`src/rtl/sprite_move_sequencer_if.sv`:
```
// Pixel-plot bus between the sprite sequencer and the VGA adapter.
//   plot        pixel write request (sequencer -> adapter)
//   plot_ready  adapter accepts the pixel this cycle when plot && plot_ready
//   x_out       pixel column, 0..159
//   y_out       pixel row, 0..119
//   colour      3-bit pixel colour
// A write completes on the rising clock edge where plot and plot_ready are
// both high. While plot_ready is low, the master holds x/y/colour stable.
interface sprite_move_sequencer_if;
  logic       plot;
  logic       plot_ready;
  logic [7:0] x_out;
  logic [6:0] y_out;
  logic [2:0] colour;

  modport master (
    output plot,
    output x_out,
    output y_out,
    output colour,
    input  plot_ready
  );

  modport slave (
    input  plot,
    input  x_out,
    input  y_out,
    input  colour,
    output plot_ready
  );
endinterface

```
`src/rtl/sprite_move_sequencer.sv`:
```
// Frame-level scheduler for the shared VGA pixel-plot port.
// Each frame runs through four phases:
//   1. Draw the sprite.
//   2. Wait one frame period.
//   3. Erase the sprite.
//   4. Apply the pending key moves. The next frame then redraws the sprite.
// This block is the only master of the plot bus. The adapter paces the
// writes through plot_ready.
// Ports:
//   clk          system clock; all logic runs on the rising edge
//   reset        asynchronous, active-high reset
//   key_left_n   raw active-low push button, move left; asynchronous to clk
//   key_right_n  raw active-low push button, move right; asynchronous to clk
//   pix          plot bus (master side): plot, plot_ready, x_out, y_out, colour
//   op           current phase: 00 DRAW, 01 ERASE, 10 WAIT, 11 UPDATE
//   pos_x        current sprite left column
//   frame_done   one-cycle pulse during UPDATE
module sprite_move_sequencer #(
  parameter int         SPR_W       = 5,
  parameter int         SPR_H       = 5,
  parameter int         X_INIT      = 0,
  parameter int         X_MAX       = 155,
  parameter int         Y_POS       = 100,
  parameter int         WAIT_CYCLES = 833333,
  parameter logic [2:0] FG_COLOUR   = 3'b111,
  parameter logic [2:0] BG_COLOUR   = 3'b000
) (
  input  logic                          clk,
  input  logic                          reset,
  input  logic                          key_left_n,
  input  logic                          key_right_n,
  sprite_move_sequencer_if.master       pix,
  output logic [1:0]                    op,
  output logic [7:0]                    pos_x,
  output logic                          frame_done
);

  localparam int WC_W = (WAIT_CYCLES > 1) ? $clog2(WAIT_CYCLES) : 1;

  localparam logic [7:0]      COL_LAST = 8'(SPR_W - 1);
  localparam logic [6:0]      ROW_LAST = 7'(SPR_H - 1);
  localparam logic [7:0]      X_START  = 8'(X_INIT);
  localparam logic [7:0]      X_LIMIT  = 8'(X_MAX);
  localparam logic [6:0]      Y_BASE   = 7'(Y_POS);
  localparam logic [WC_W-1:0] WC_LAST  = WC_W'(WAIT_CYCLES - 1);

  // Encodings are chosen so that op is simply the state register.
  typedef enum logic [1:0] {
    S_DRAW   = 2'b00,
    S_ERASE  = 2'b01,
    S_WAIT   = 2'b10,
    S_UPDATE = 2'b11
  } state_t;

  state_t          r_state;
  state_t          w_state_nxt;
  logic [7:0]      r_col;
  logic [6:0]      r_row;
  logic [WC_W-1:0] r_wait_cnt;
  logic [7:0]      r_pos_x;
  logic            r_left_pend;
  logic            r_right_pend;

  // Three flops per key: two synchronise, the third holds the previous
  // synchronised value for falling-edge detection.
  logic r_kl_s1, r_kl_s2, r_kl_s3;
  logic r_kr_s1, r_kr_s2, r_kr_s3;

  logic       w_kl_pulse;
  logic       w_kr_pulse;
  logic       w_scan;
  logic       w_accept;
  logic       w_last_col;
  logic       w_last_px;
  logic       w_frame_done;
  logic [2:0] w_colour;

  // Left move that stops at column 0 instead of wrapping.
  function automatic logic [7:0] sat_dec(input logic [7:0] p);
    return (p == 8'd0) ? 8'd0 : p - 8'd1;
  endfunction

  // Right move that stops at the rightmost legal left column.
  function automatic logic [7:0] sat_inc(input logic [7:0] p);
    return (p == X_LIMIT) ? X_LIMIT : p + 8'd1;
  endfunction

  // Key synchronisers. They idle high because the buttons are active-low.
  always_ff @(posedge clk or posedge reset) begin
    if (reset) begin
      r_kl_s1 <= 1'b1;
      r_kl_s2 <= 1'b1;
      r_kl_s3 <= 1'b1;
      r_kr_s1 <= 1'b1;
      r_kr_s2 <= 1'b1;
      r_kr_s3 <= 1'b1;
    end else begin
      r_kl_s1 <= key_left_n;
      r_kl_s2 <= r_kl_s1;
      r_kl_s3 <= r_kl_s2;
      r_kr_s1 <= key_right_n;
      r_kr_s2 <= r_kr_s1;
      r_kr_s3 <= r_kr_s2;
    end
  end

  // A press is a high-to-low transition. A held button therefore produces
  // only one pulse.
  assign w_kl_pulse = r_kl_s3 & ~r_kl_s2;
  assign w_kr_pulse = r_kr_s3 & ~r_kr_s2;

  // State register.
  always_ff @(posedge clk or posedge reset) begin
    if (reset) r_state <= S_DRAW;
    else       r_state <= w_state_nxt;
  end

  // Next-state and output decode.
  always_comb begin
    w_state_nxt  = r_state;
    w_scan       = 1'b0;
    w_accept     = 1'b0;
    w_frame_done = 1'b0;
    w_colour     = FG_COLOUR;
    w_last_col   = (r_col == COL_LAST);
    w_last_px    = w_last_col && (r_row == ROW_LAST);
    case (r_state)
      S_DRAW: begin
        w_scan   = 1'b1;
        w_accept = pix.plot_ready;
        if (w_accept && w_last_px) w_state_nxt = S_WAIT;
      end
      S_WAIT: begin
        if (r_wait_cnt == WC_LAST) w_state_nxt = S_ERASE;
      end
      S_ERASE: begin
        w_scan   = 1'b1;
        w_colour = BG_COLOUR;
        w_accept = pix.plot_ready;
        if (w_accept && w_last_px) w_state_nxt = S_UPDATE;
      end
      S_UPDATE: begin
        w_frame_done = 1'b1;
        w_state_nxt  = S_DRAW;
      end
      default: w_state_nxt = S_DRAW;
    endcase
  end

  // Raster counters for the sprite footprint. They advance only on an
  // accepted pixel, so a stalled adapter sees a stable address. The last
  // pixel wraps both counters back to (0,0), ready for the next scan.
  always_ff @(posedge clk or posedge reset) begin
    if (reset) begin
      r_col <= 8'd0;
      r_row <= 7'd0;
    end else if (w_accept) begin
      if (w_last_col) begin
        r_col <= 8'd0;
        r_row <= (r_row == ROW_LAST) ? 7'd0 : r_row + 7'd1;
      end else begin
        r_col <= r_col + 8'd1;
      end
    end
  end

  // Frame-period timer. It is held at zero outside WAIT so that every WAIT
  // lasts exactly WAIT_CYCLES cycles.
  always_ff @(posedge clk or posedge reset) begin
    if (reset) begin
      r_wait_cnt <= '0;
    end else if (r_state == S_WAIT) begin
      r_wait_cnt <= (r_wait_cnt == WC_LAST) ? '0 : r_wait_cnt + 1'b1;
    end else begin
      r_wait_cnt <= '0;
    end
  end

  // Pending moves. UPDATE consumes the flags, but a pulse arriving in that
  // same cycle re-arms its flag for the next frame.
  always_ff @(posedge clk or posedge reset) begin
    if (reset) begin
      r_left_pend  <= 1'b0;
      r_right_pend <= 1'b0;
    end else if (r_state == S_UPDATE) begin
      r_left_pend  <= w_kl_pulse;
      r_right_pend <= w_kr_pulse;
    end else begin
      r_left_pend  <= r_left_pend  | w_kl_pulse;
      r_right_pend <= r_right_pend | w_kr_pulse;
    end
  end

  // Position changes only in UPDATE, which is after the erase pass. ERASE
  // therefore always covers the footprint that was drawn.
  always_ff @(posedge clk or posedge reset) begin
    if (reset) begin
      r_pos_x <= X_START;
    end else if (r_state == S_UPDATE) begin
      case ({r_left_pend, r_right_pend})
        2'b10:   r_pos_x <= sat_dec(r_pos_x);
        2'b01:   r_pos_x <= sat_inc(r_pos_x);
        default: r_pos_x <= r_pos_x;
      endcase
    end
  end

  // Reset lands in DRAW, so plot is gated by reset to keep the bus quiet
  // while reset is asserted.
  assign pix.plot   = w_scan & ~reset;
  assign pix.x_out  = r_pos_x + r_col;
  assign pix.y_out  = Y_BASE + r_row;
  assign pix.colour = w_colour;
  assign op         = r_state;
  assign pos_x      = r_pos_x;
  assign frame_done = w_frame_done & ~reset;

endmodule

```
`src/flat_wrapper.sv`:
```
// flat-port wrapper written by rule: the top's interface ports become plain ports
module sprite_move_sequencer_flat 
#(
  parameter int         SPR_W       = 5,
  parameter int         SPR_H       = 5,
  parameter int         X_INIT      = 0,
  parameter int         X_MAX       = 155,
  parameter int         Y_POS       = 100,
  parameter int         WAIT_CYCLES = 833333,
  parameter logic [2:0] FG_COLOUR   = 3'b111,
  parameter logic [2:0] BG_COLOUR   = 3'b000
)
  (clk, reset, key_left_n, key_right_n, op, pos_x, frame_done, pix_plot, pix_x_out, pix_y_out, pix_colour, pix_plot_ready);
  sprite_move_sequencer_if pix_i ();
  input  logic clk;
  input  logic reset;
  input  logic key_left_n;
  input  logic key_right_n;
  output logic [1:0] op;
  output logic [7:0] pos_x;
  output logic frame_done;
  output wire logic [$bits(pix_i.plot)-1:0] pix_plot;
  output wire logic [$bits(pix_i.x_out)-1:0] pix_x_out;
  output wire logic [$bits(pix_i.y_out)-1:0] pix_y_out;
  output wire logic [$bits(pix_i.colour)-1:0] pix_colour;
  input wire logic [$bits(pix_i.plot_ready)-1:0] pix_plot_ready;
  assign pix_plot = pix_i.plot;
  assign pix_x_out = pix_i.x_out;
  assign pix_y_out = pix_i.y_out;
  assign pix_colour = pix_i.colour;
  assign pix_i.plot_ready = pix_plot_ready;
  sprite_move_sequencer #(.SPR_W(SPR_W), .SPR_H(SPR_H), .X_INIT(X_INIT), .X_MAX(X_MAX), .Y_POS(Y_POS), .WAIT_CYCLES(WAIT_CYCLES), .FG_COLOUR(FG_COLOUR), .BG_COLOUR(BG_COLOUR)) u_core (.clk(clk), .reset(reset), .key_left_n(key_left_n), .key_right_n(key_right_n), .pix(pix_i), .op(op), .pos_x(pos_x), .frame_done(frame_done));
endmodule
```
`config.mk`:
```
export PLATFORM = sky130hd
export DESIGN_NAME = sprite_move_sequencer_flat
export DESIGN_NICKNAME = d
export VERILOG_FILES = /design/src/rtl/sprite_move_sequencer_if.sv /design/src/rtl/sprite_move_sequencer.sv /design/src/flat_wrapper.sv
export SDC_FILE = /design/constraint.sdc
export NUM_CORES = 1
export LEC_CHECK = 0
export ABC_CLOCK_PERIOD_IN_PS = 3200
export CORE_MARGIN = 5
export CORE_UTILIZATION = 57
export CTS_BUF_LIST = sky130_fd_sc_hd__clkbuf_4 sky130_fd_sc_hd__clkbuf_8 sky130_fd_sc_hd__clkbuf_16
export CTS_CLUSTER_DIAMETER = 40
export DETAILED_ROUTE_END_ITERATION = 12
export PLACE_DENSITY = 0.8
export REMOVE_ABC_BUFFERS = 1
export SLEW_MARGIN = 15
export SYNTH_ARGS = -nofsm -noshare
export SYNTH_HDL_FRONTEND = slang
export SYNTH_SLANG_ARGS = --single-unit
```
`constraint.sdc`:
```
create_clock -name clk -period 3.2 [get_ports clk]
set_clock_uncertainty 0.15 [all_clocks]
set_input_delay 0.48 -clock clk [delete_from_list [all_inputs] [get_ports clk]]
set_output_delay 0.48 -clock clk [all_outputs]
set_load 0.01 [all_outputs]
```
After elaboration in Yosys (flattened, before gate mapping):

Index checks and enable logic that the tools add are counted.

* register bits after elaboration: 53
* input port bits: 5
* output and inout port bits: 30
* logic and storage cells: 67

* $add $sub $neg: 7
* equality and inequality tests: 12
* mux-type cells: 17
* bitwise logic cells: 9
* reduce and logical (&&, ||, !) cells: 9

Operators by type and width (count)
* 2-to-1 mux 20 bit: 2
* 2-to-1 mux 8 bit: 3
* adder 20 x 1 -> 20 bit, second input constant: 1
* == test 20 bit, second input constant: 1
* adder 8 x 1 -> 8 bit, second input constant: 2
* one-hot mux 8 bit (2 select lines): 1
* adder 8 bit: 1
* == test 8 x 3 -> 1 bit, second input constant: 1
* == test 8 bit, second input constant: 1
* zero test 8 bit: 1
* one-hot mux 2 bit (4 select lines): 1
* subtractor 8 x 1 -> 8 bit, second input constant: 1
* adder 7 x 1 -> 7 bit, second input constant: 1
* adder 7 bit, first input constant: 1
* == test 7 x 3 -> 1 bit, second input constant: 1
* 2-to-1 mux 7 bit: 1
* == test 2 bit, second input constant: 3
* 2-to-1 mux 2 bit: 3
* != test 2 x 1 -> 1 bit, second input constant: 3
* 2-to-1 mux 1 bit: 5
* AND 1 bit: 4
* == test 2 x 1 -> 1 bit, second input constant: 2
* AND reduction 2 bit: 2
* 2-to-1 mux 3 bit: 1
* 7 further kinds: 11

Depth between registers and ports, before layout:

Gate-level depths: netlist of the first run.

* depth after elaboration: 5
* gate-level depth with buffers: 8
* mapped depth without buffers: 8

Worst setup path after synthesis of the first run:

OpenSTA, ideal clock, no wires.

* kind: flip-flop to output port
* start: reg u_core.r_pos_x[0] (netlist: u_core.pos_x[0])
* end: out pix_x_out[6]
* data arrival time: 2.025 ns
* data required time: 2.570 ns
* slack: 0.545 ns
* stages on the path, launching flop included: 9
* buffers on the path: 0
* path through: dfrtp_1 ha_1 inv_1 fa_1 nor2b_1 o21ai_0 a21boi_0 or4b_2 nand4_1

* cells in the longest elaborated chain, start to end: 1

Ends and longest elaborated chain
* start: declaration: RTL line sprite_move_sequencer.sv:60 `logic [7:0] r_pos_x;`
* start signal: assignment: RTL line sprite_move_sequencer.sv:201 `2'b10: r_pos_x <= sat_dec(r_pos_x);`
* start signal: assignment: RTL line sprite_move_sequencer.sv:202 `2'b01: r_pos_x <= sat_inc(r_pos_x);`
* start signal: assignment: RTL line sprite_move_sequencer.sv:203 `default: r_pos_x <= r_pos_x;`
* adder 8 bit: RTL line sprite_move_sequencer.sv:211 `assign pix.x_out = r_pos_x + r_col;`
* end: declaration: RTL line flat_wrapper.sv:23 `output wire logic [$bits(pix_i.x_out)-1:0] pix_x_out;`

Every way passes these cells.

Final worst setup path of the first run:

* start: reg u_core.r_col[0]
* end: out pix_x_out[4]

* cells in the longest elaborated chain, start to end: 1

Ends and longest elaborated chain
* start: declaration: RTL line sprite_move_sequencer.sv:57 `logic [7:0] r_col;`
* start signal: assignment: RTL line sprite_move_sequencer.sv:162 `r_col <= r_col + 8'd1;`
* adder 8 bit: RTL line sprite_move_sequencer.sv:211

Every way passes these cells.

==> reports/metrics.cfg, run 1 <==
[outcome]
status=complete, no violations

[placed_design]
postPlaceCellArea_um2=3730
portBuffers=34
place_congestion=0.851
hpwlAfterDp_mm=5.30

[sta]
tns_ps=0
fmax_ghz=0.331
post-route-period-util=0.943
hold_viol=0
setup_viol=0
slew-limit-headroom=0.445
tightest_slew_ps=830
holdWs_ps=210
final_max_slew_viol_count=0
rsz0062_at_grt=false
fin_crit_ps=3020

[layout]
fill_cells=442
fin_area_um2=3850
final_cell_mix=46 x dfrtp_1, 35 x nor2_1, 32 x clkdlybuf4s50_1
register_area_um2=1340
area_delta_synth_final_pct=17.1
final_nets=424
fin_util=0.691
diodes=0
multiInputGateArea_um2=1760
final_common_cell=dfrtp_1
drive_gt1_frac=0.111

[synthesis]
seq_area_frac_synth=0.405
synth-edff-count=0
ys_ff_latch=53
syn-cell-area_um2=3290
ys_warn_count=0
yosysUniqueCellTypes=51
synth-main-ff-cell=dfrtp_1
postSynth.asyncResetShare=1.00
postSynthCellCount=356
synth.avg_cell_area_um2=9.24

[setup_path]
crit_required_ps=2570
worstPathMaxFanout=2
worst_setup_path_start_kind=register
critPathCaptureType=primary output
arrival_ps=2390
rr_worst_depth=7
path_class=reg -> out

[power]
p_per_area_nw_per_um2=308
leakagePower_nw=1.79
power_mw=1.19
irDropWorstVdd_uv=269

[route]
wl_met2_mm=3.25
routedWlPerCell_um=15.2
ant_nets=0
drt_iter0_markers=144
top_layer=met4
wl_met1_mm=3.40
drt_pass1_iterations=5
dr_total_vias=2665
vias_per_cell=5.71
dr_wl_met3_um=364
routed_wl_mm=7.08
drt_drc_violations_left=0

[grt]
grt_first_pass_wirelength_mm=12.5
grt_max_degree=49
grt_util_all_layers=0.208
grt_pass1_vias=2607
antenna_found_initial=0
grt_overflow=0

[cts]
clk_pin_slew_ps=90
insertion_delay_ps=300
clockBufferDepth=2
cts_setup_buffers=0
hold_buffers=0
htree_num_levels=2
clock-sinks=53
root_buffer=clkbuf_8
cts_buffers=5
cts_tree=yes

[min_path]
hp-class=reg -> reg
holdPathStages=0

[floorplan]
die_w_um=86.0
die_area_um2=7390
design.portCount=35
initial_utilization=0.590
core_area_um2=5570
rows=27
die_h_um=86.0

[job]
maxCapViolations=0

==> worst max-delay path: stages, from the launching register on <==
cell	delay, ps
dfrtp_1	370
ha_1	160
inv_1	50
fa_1	390
nor2b_1	130
o21ai_1	80
a21boi_0	240
buf_4	160
nor2_1	40
clkdlybuf4s50_1	470
==> report_power, final <==
part | switching (mW) | total, mW | leakage (nW) | internal (mW)
logic | 0.0204 | 0.0313 | 1.05 | 0.0109
clock network | 0.210 | 0.474 | 0.0619 | 0.264
registers | 0.00310 | 0.681 | 0.684 | 0.677
==> registers in the layout (all words and copies together) (netlist names) <==
| name | flops |
|---|---|
| u_core.r_col | 8 |
| u_core.r_kr_s2 | 1 |
| u_core.op | 2 |
| u_core.r_kl_s3 | 1 |
| u_core.r_right_pend | 1 |
| u_core.r_row | 7 |
| u_core.r_kl_s2 | 1 |
| u_core.r_kr_s3 | 1 |
| u_core.r_kl_s1 | 1 |
| u_core.r_left_pend | 1 |
| u_core.r_wait_cnt | 20 |
| u_core.r_kr_s1 | 1 |
| u_core.pos_x | 8 |
==> final timing paths <==
path,slack [ps],endpoint,start
worst max register to register,790,u_core.pos_x[3],u_core.pos_x[0]
worst max-delay path,180,pix_x_out[4],u_core.r_col[0]
max in group asynchronous,1790,u_core.r_col[1],reset
worst min register to register,210,u_core.r_kl_s2,u_core.r_kl_s1
worst min-delay path,210,u_core.r_kl_s2,u_core.r_kl_s1
min in group asynchronous,280,u_core.pos_x[7],reset
==> synth_stat cells, types with 2 or more instances <==
cell type	number	area [µm²]
or4b_1	2	20.0
o221ai_1	2	17.5
a21oi_1	14	70.1
nand3_2	2	20.0
and3_1	3	18.8
xor2_1	14	123
a31oi_1	5	31.3
nand3_1	18	90.1
nor4_2	2	25.0
a22oi_1	2	15.0
xnor2_1	18	158
nand2b_1	4	25.0
dfstp_2	6	158
buf_2	4	20.0
o21ai_0	20	100
buf_4	4	30.0
nand2_1	25	93.8
o31ai_1	3	22.5
nand4_1	9	56.3
or3_1	7	43.8
clkbuf_1	7	26.3
or2_2	4	25.0
ha_1	24	300
nor3_1	4	20.0
o22ai_1	6	37.5
dfrtp_1	47	1180
a211o_1	2	17.5
a21boi_0	2	15.0
o21ai_1	2	10.0
nor2b_1	7	43.8
inv_1	32	120
nor2_1	35	131
o211ai_1	2	15.0
==> through the flow <==
| step | instances | setup slack (ps) |
|---|---|---|
| after CTS | 467 | 70.1 |
| after floorplan | 341 | 545 |
| after detailed placement | 459 | 113 |
| after global routing | 467 | 11.0 |
| final | 467 | 182 |
| after global placement | 459 | 139 |
==> final cells by class <==
class	count	share of cell area
clock inverter	1	0.00779
inverter	32	0.0312
tap	72	0.0234
multi-input combinational	256	0.457
clock buffer	7	0.0234
timing repair buffer	46	0.111
sequential	53	0.346
==> kinds of logic after synthesis <==
group | after synthesis | synth area share
AO/OA/AOI/OAI | 64 | 0.122
XOR/XNOR | 32 | 0.0852
adder cells (fa/ha/maj) | 25 | 0.0973
buffers and inverters | 47 | 0.0597
flip-flops | 53 | 0.405
multiplexers | 3 | 0.00989
AND/OR/NAND/NOR | 132 | 0.220
==> layer usage <==
layer / GRT usage / vias up
met5: 0 / -
met4: 0.0518 / 0
met3: 0.0509 / 6
met2: 0.315 / 86
met1: 0.301 / 1274
li1: - / 1299
==> repair_timing <==
| item | 4_1_cts | 5_1_grt |
|---|---|---|
| endpoints found under the setup margin | 1 | 3 |
| pin swaps | 0 | 1 |
| gates resized for setup | 2 | 4 |
| cloned | 0 | 0 |
No activity file was read; power rests on OpenSTA's default activity.
==> inputs of run 2 (changes only) <==
--- a/config.mk
+++ b/config.mk
@@ -7,11 +7,12 @@
 export LEC_CHECK = 0
 export ABC_CLOCK_PERIOD_IN_PS = 3200
 export CORE_MARGIN = 5
-export CORE_UTILIZATION = 57
-export CTS_BUF_LIST = sky130_fd_sc_hd__clkbuf_4 sky130_fd_sc_hd__clkbuf_8 sky130_fd_sc_hd__clkbuf_16
+export CORE_UTILIZATION = 59
+export CTS_BUF_LIST = sky130_fd_sc_hd__clkbuf_8
 export CTS_CLUSTER_DIAMETER = 40
+export CTS_CLUSTER_SIZE = 12
 export DETAILED_ROUTE_END_ITERATION = 12
-export PLACE_DENSITY = 0.8
+export PLACE_DENSITY = 0.83
 export REMOVE_ABC_BUFFERS = 1
 export SLEW_MARGIN = 15
 export SYNTH_ARGS = -nofsm -noshare
==> run 2 against run 1 <==
  * Global-route usage decreased by 0.077 points
  * Clock power decreased by 18%
  * Flip-flop and latch count unchanged
  * Combinational power increased by 4%
  * Clock-buffer cell count decreased by 2
  * Register-to-register slack got worse by 50 ps
  * Critical path type unchanged
  * Largest power group unchanged
==> reports/metrics.cfg, run 2 (same netlist as run 1, synthesis figures left out) <==
[grt]
grt_max_degree=29  ; -41%
grt_first_pass_wirelength_mm=12.2  ; -1.9%
grt_pass1_vias=2587  ; -0.77%
grt_overflow=0  ; unchanged
antenna_found_initial=0  ; unchanged
grt_util_all_layers=0.208  ; -0.000771

[cts]
htree_num_levels=2  ; unchanged
cts_buffers=5  ; unchanged
cts_setup_buffers=0  ; unchanged
clockBufferDepth=2  ; unchanged
root_buffer=clkbuf_8
hold_buffers=0  ; unchanged
cts_tree=yes
clock-sinks=53  ; unchanged
clk_pin_slew_ps=100  ; about the same
insertion_delay_ps=310  ; about the same

[power]
p_int_mw=0.848  ; -11%
pwr-share-seq=0.619  ; +0.045
leakagePower_nw=1.79  ; about the same
p_sw_frac=0.229  ; +0.0316
pwr-share-clk=0.351  ; -0.049
irDropWorstVdd_uv=250  ; -7.2%
p_per_area_nw_per_um2=285  ; -7.5%
combPwrFrac=0.030  ; +0.004
p_sw_mw=0.252  ; +7.6%

[sta]
tightest_slew_ps=864  ; +33.9 ps
fmax_ghz=0.326  ; -1.5%
rsz0062_at_grt=false
post-route-period-util=0.958  ; +0.0146
tns_ps=0  ; unchanged
setup_viol=0  ; unchanged
final_max_slew_viol_count=0  ; unchanged
fin_crit_ps=3070  ; +46.7 ps
slew-limit-headroom=0.423  ; -0.0227
hold_viol=0  ; unchanged

[floorplan]
die_w_um=84.7  ; -1.5%
die_h_um=84.7  ; -1.5%
design.portCount=35  ; unchanged
rows=27  ; unchanged
initial_utilization=0.601  ; +0.0109
core_area_um2=5470  ; -1.8%
die_area_um2=7170  ; -3.0%

[setup_path]
arrival_ps=2440  ; +50 ps
worstPathMaxFanout=2  ; unchanged
critPathCaptureType=primary output
worst_setup_path_start_kind=register
crit_required_ps=2570  ; about the same
path_class=reg -> out

[layout]
area_delta_synth_final_pct=17.4
final_cell_mix=47 x dfrtp_1, 35 x nor2_1, 32 x clkdlybuf4s50_1
final_common_cell=dfrtp_1
largest-register=u_core.r_wait_cnt
drive_gt1_frac=0.121  ; +0.00951
largest_reg_flops=20  ; unchanged
diodes=0  ; unchanged
final_nets=426  ; +0.47%
finalNonFillerCells=469  ; +0.43%
fin_area_um2=3860  ; +0.26%

[route]
drt_pass1_iterations=4  ; -1
dr_total_vias=2660  ; -0.19%
drt_drc_violations_left=0  ; unchanged
ant_nets=0  ; unchanged
vias_per_cell=5.67  ; -0.61%
routed_wl_mm=6.96  ; -1.6%
drt_iter0_markers=213  ; +48%
routedWlPerCell_um=14.8  ; -2.1%

[placed_design]
place_inst=461  ; +0.44%
place_congestion=0.912  ; +7.1%
postPlaceCellArea_um2=3760  ; +0.74%
portBuffers=34  ; unchanged
hpwlAfterDp_mm=5.18  ; -2.4%

[job]
maxCapViolations=0  ; unchanged

[min_path]
hp-class=reg -> reg

[outcome]
status=complete, no violations

-- run 2: changes by cell type in the layout (fill, tap and decap cells not counted), sizes merged --
cell	before	now
bufinv	1	0
buf	12	14
clkinv	0	1
clkinvlp	0	1
inv	32	33
clkbuf	8	6
-- run 2: final cells by class --
| class | instances | area (µm²) |
|---|---|---|
| Sequential cell | 53 | 1330 |
| Tap cell | 72 | 90.1 |
| Multi-Input combinational cell | 256 | 1770 |
| Clock buffer | 5 | 68.8 |
| Inverter | 32 | 120 |
| Clock inverter | 3 | 25.0 |
| Fill cell | 450 | 1610 |
| Timing Repair Buffer | 48 | 455 |
-- run 2: power groups by stage --
stage | combinational (mW) | clock (mW) | sequential (mW)
detailed placement | 0.0332 | 0 | 0.693
floorplan | 0.0155 | 0 | 0.693
CTS | 0.0341 | 0.402 | 0.681
finish | 0.0327 | 0.387 | 0.681
global route | 0.0381 | 0.432 | 0.682
global placement | 0.0336 | 0 | 0.693
-- run 2: final timing paths --
path / startpoint / endpoint / slack (ps) / cells past startpoint
setup reg to reg: u_core.pos_x[0] / u_core.pos_x[2] / 740 / 8
hold / removal: u_core.r_kr_s1 / u_core.r_kr_s2 / 210 / 0
max in group asynchronous: reset / u_core.r_kr_s2 / 1830 / 3
min in group asynchronous: reset / u_core.r_wait_cnt[19] / 450 / 2
hold reg to reg: u_core.r_kr_s1 / u_core.r_kr_s2 / 210 / 0
setup / recovery: u_core.r_col[0] / pix_x_out[4] / 130 / 9
-- run 2: timing repair --
item                                    in CTS  in global routing
gates resized for setup                      3                  6
pin swaps                                    0                  1
endpoints found under the setup margin       1                  2
hold endpoints to repair                     0                  0
-- run 2: per-stage QoR --
step	util	hold slack, ps	worst slack [ps]	total power [mW]
final	0.706	214	135	1.10
after global placement	0.687	198	139	0.727
after floorplan	-	195	545	0.708
after CTS	0.704	217	62.7	1.12
after detailed placement	0.687	200	80.5	0.727
after global routing	0.706	219	1.18	1.15
-- run 2: critical path, cell delays in order (launching register included) --
cell and delay [ps]:
dfrtp_1 380, ha_1 190, inv_1 60, fa_1 410, nor2b_2 150, o21ai_2 70
a21boi_1 210, buf_4 150, nor2_1 40, clkdlybuf4s50_1 470
-- run 2: routing by layer --
layer	global-route usage	up-vias	part of all wire
li1	-	1302	-
met1	0.301	1269	0.47
met2	0.315	76	0.46
met3	0.0383	13	0.050
met4	0.0662	0	0.018
met5	0	-	0
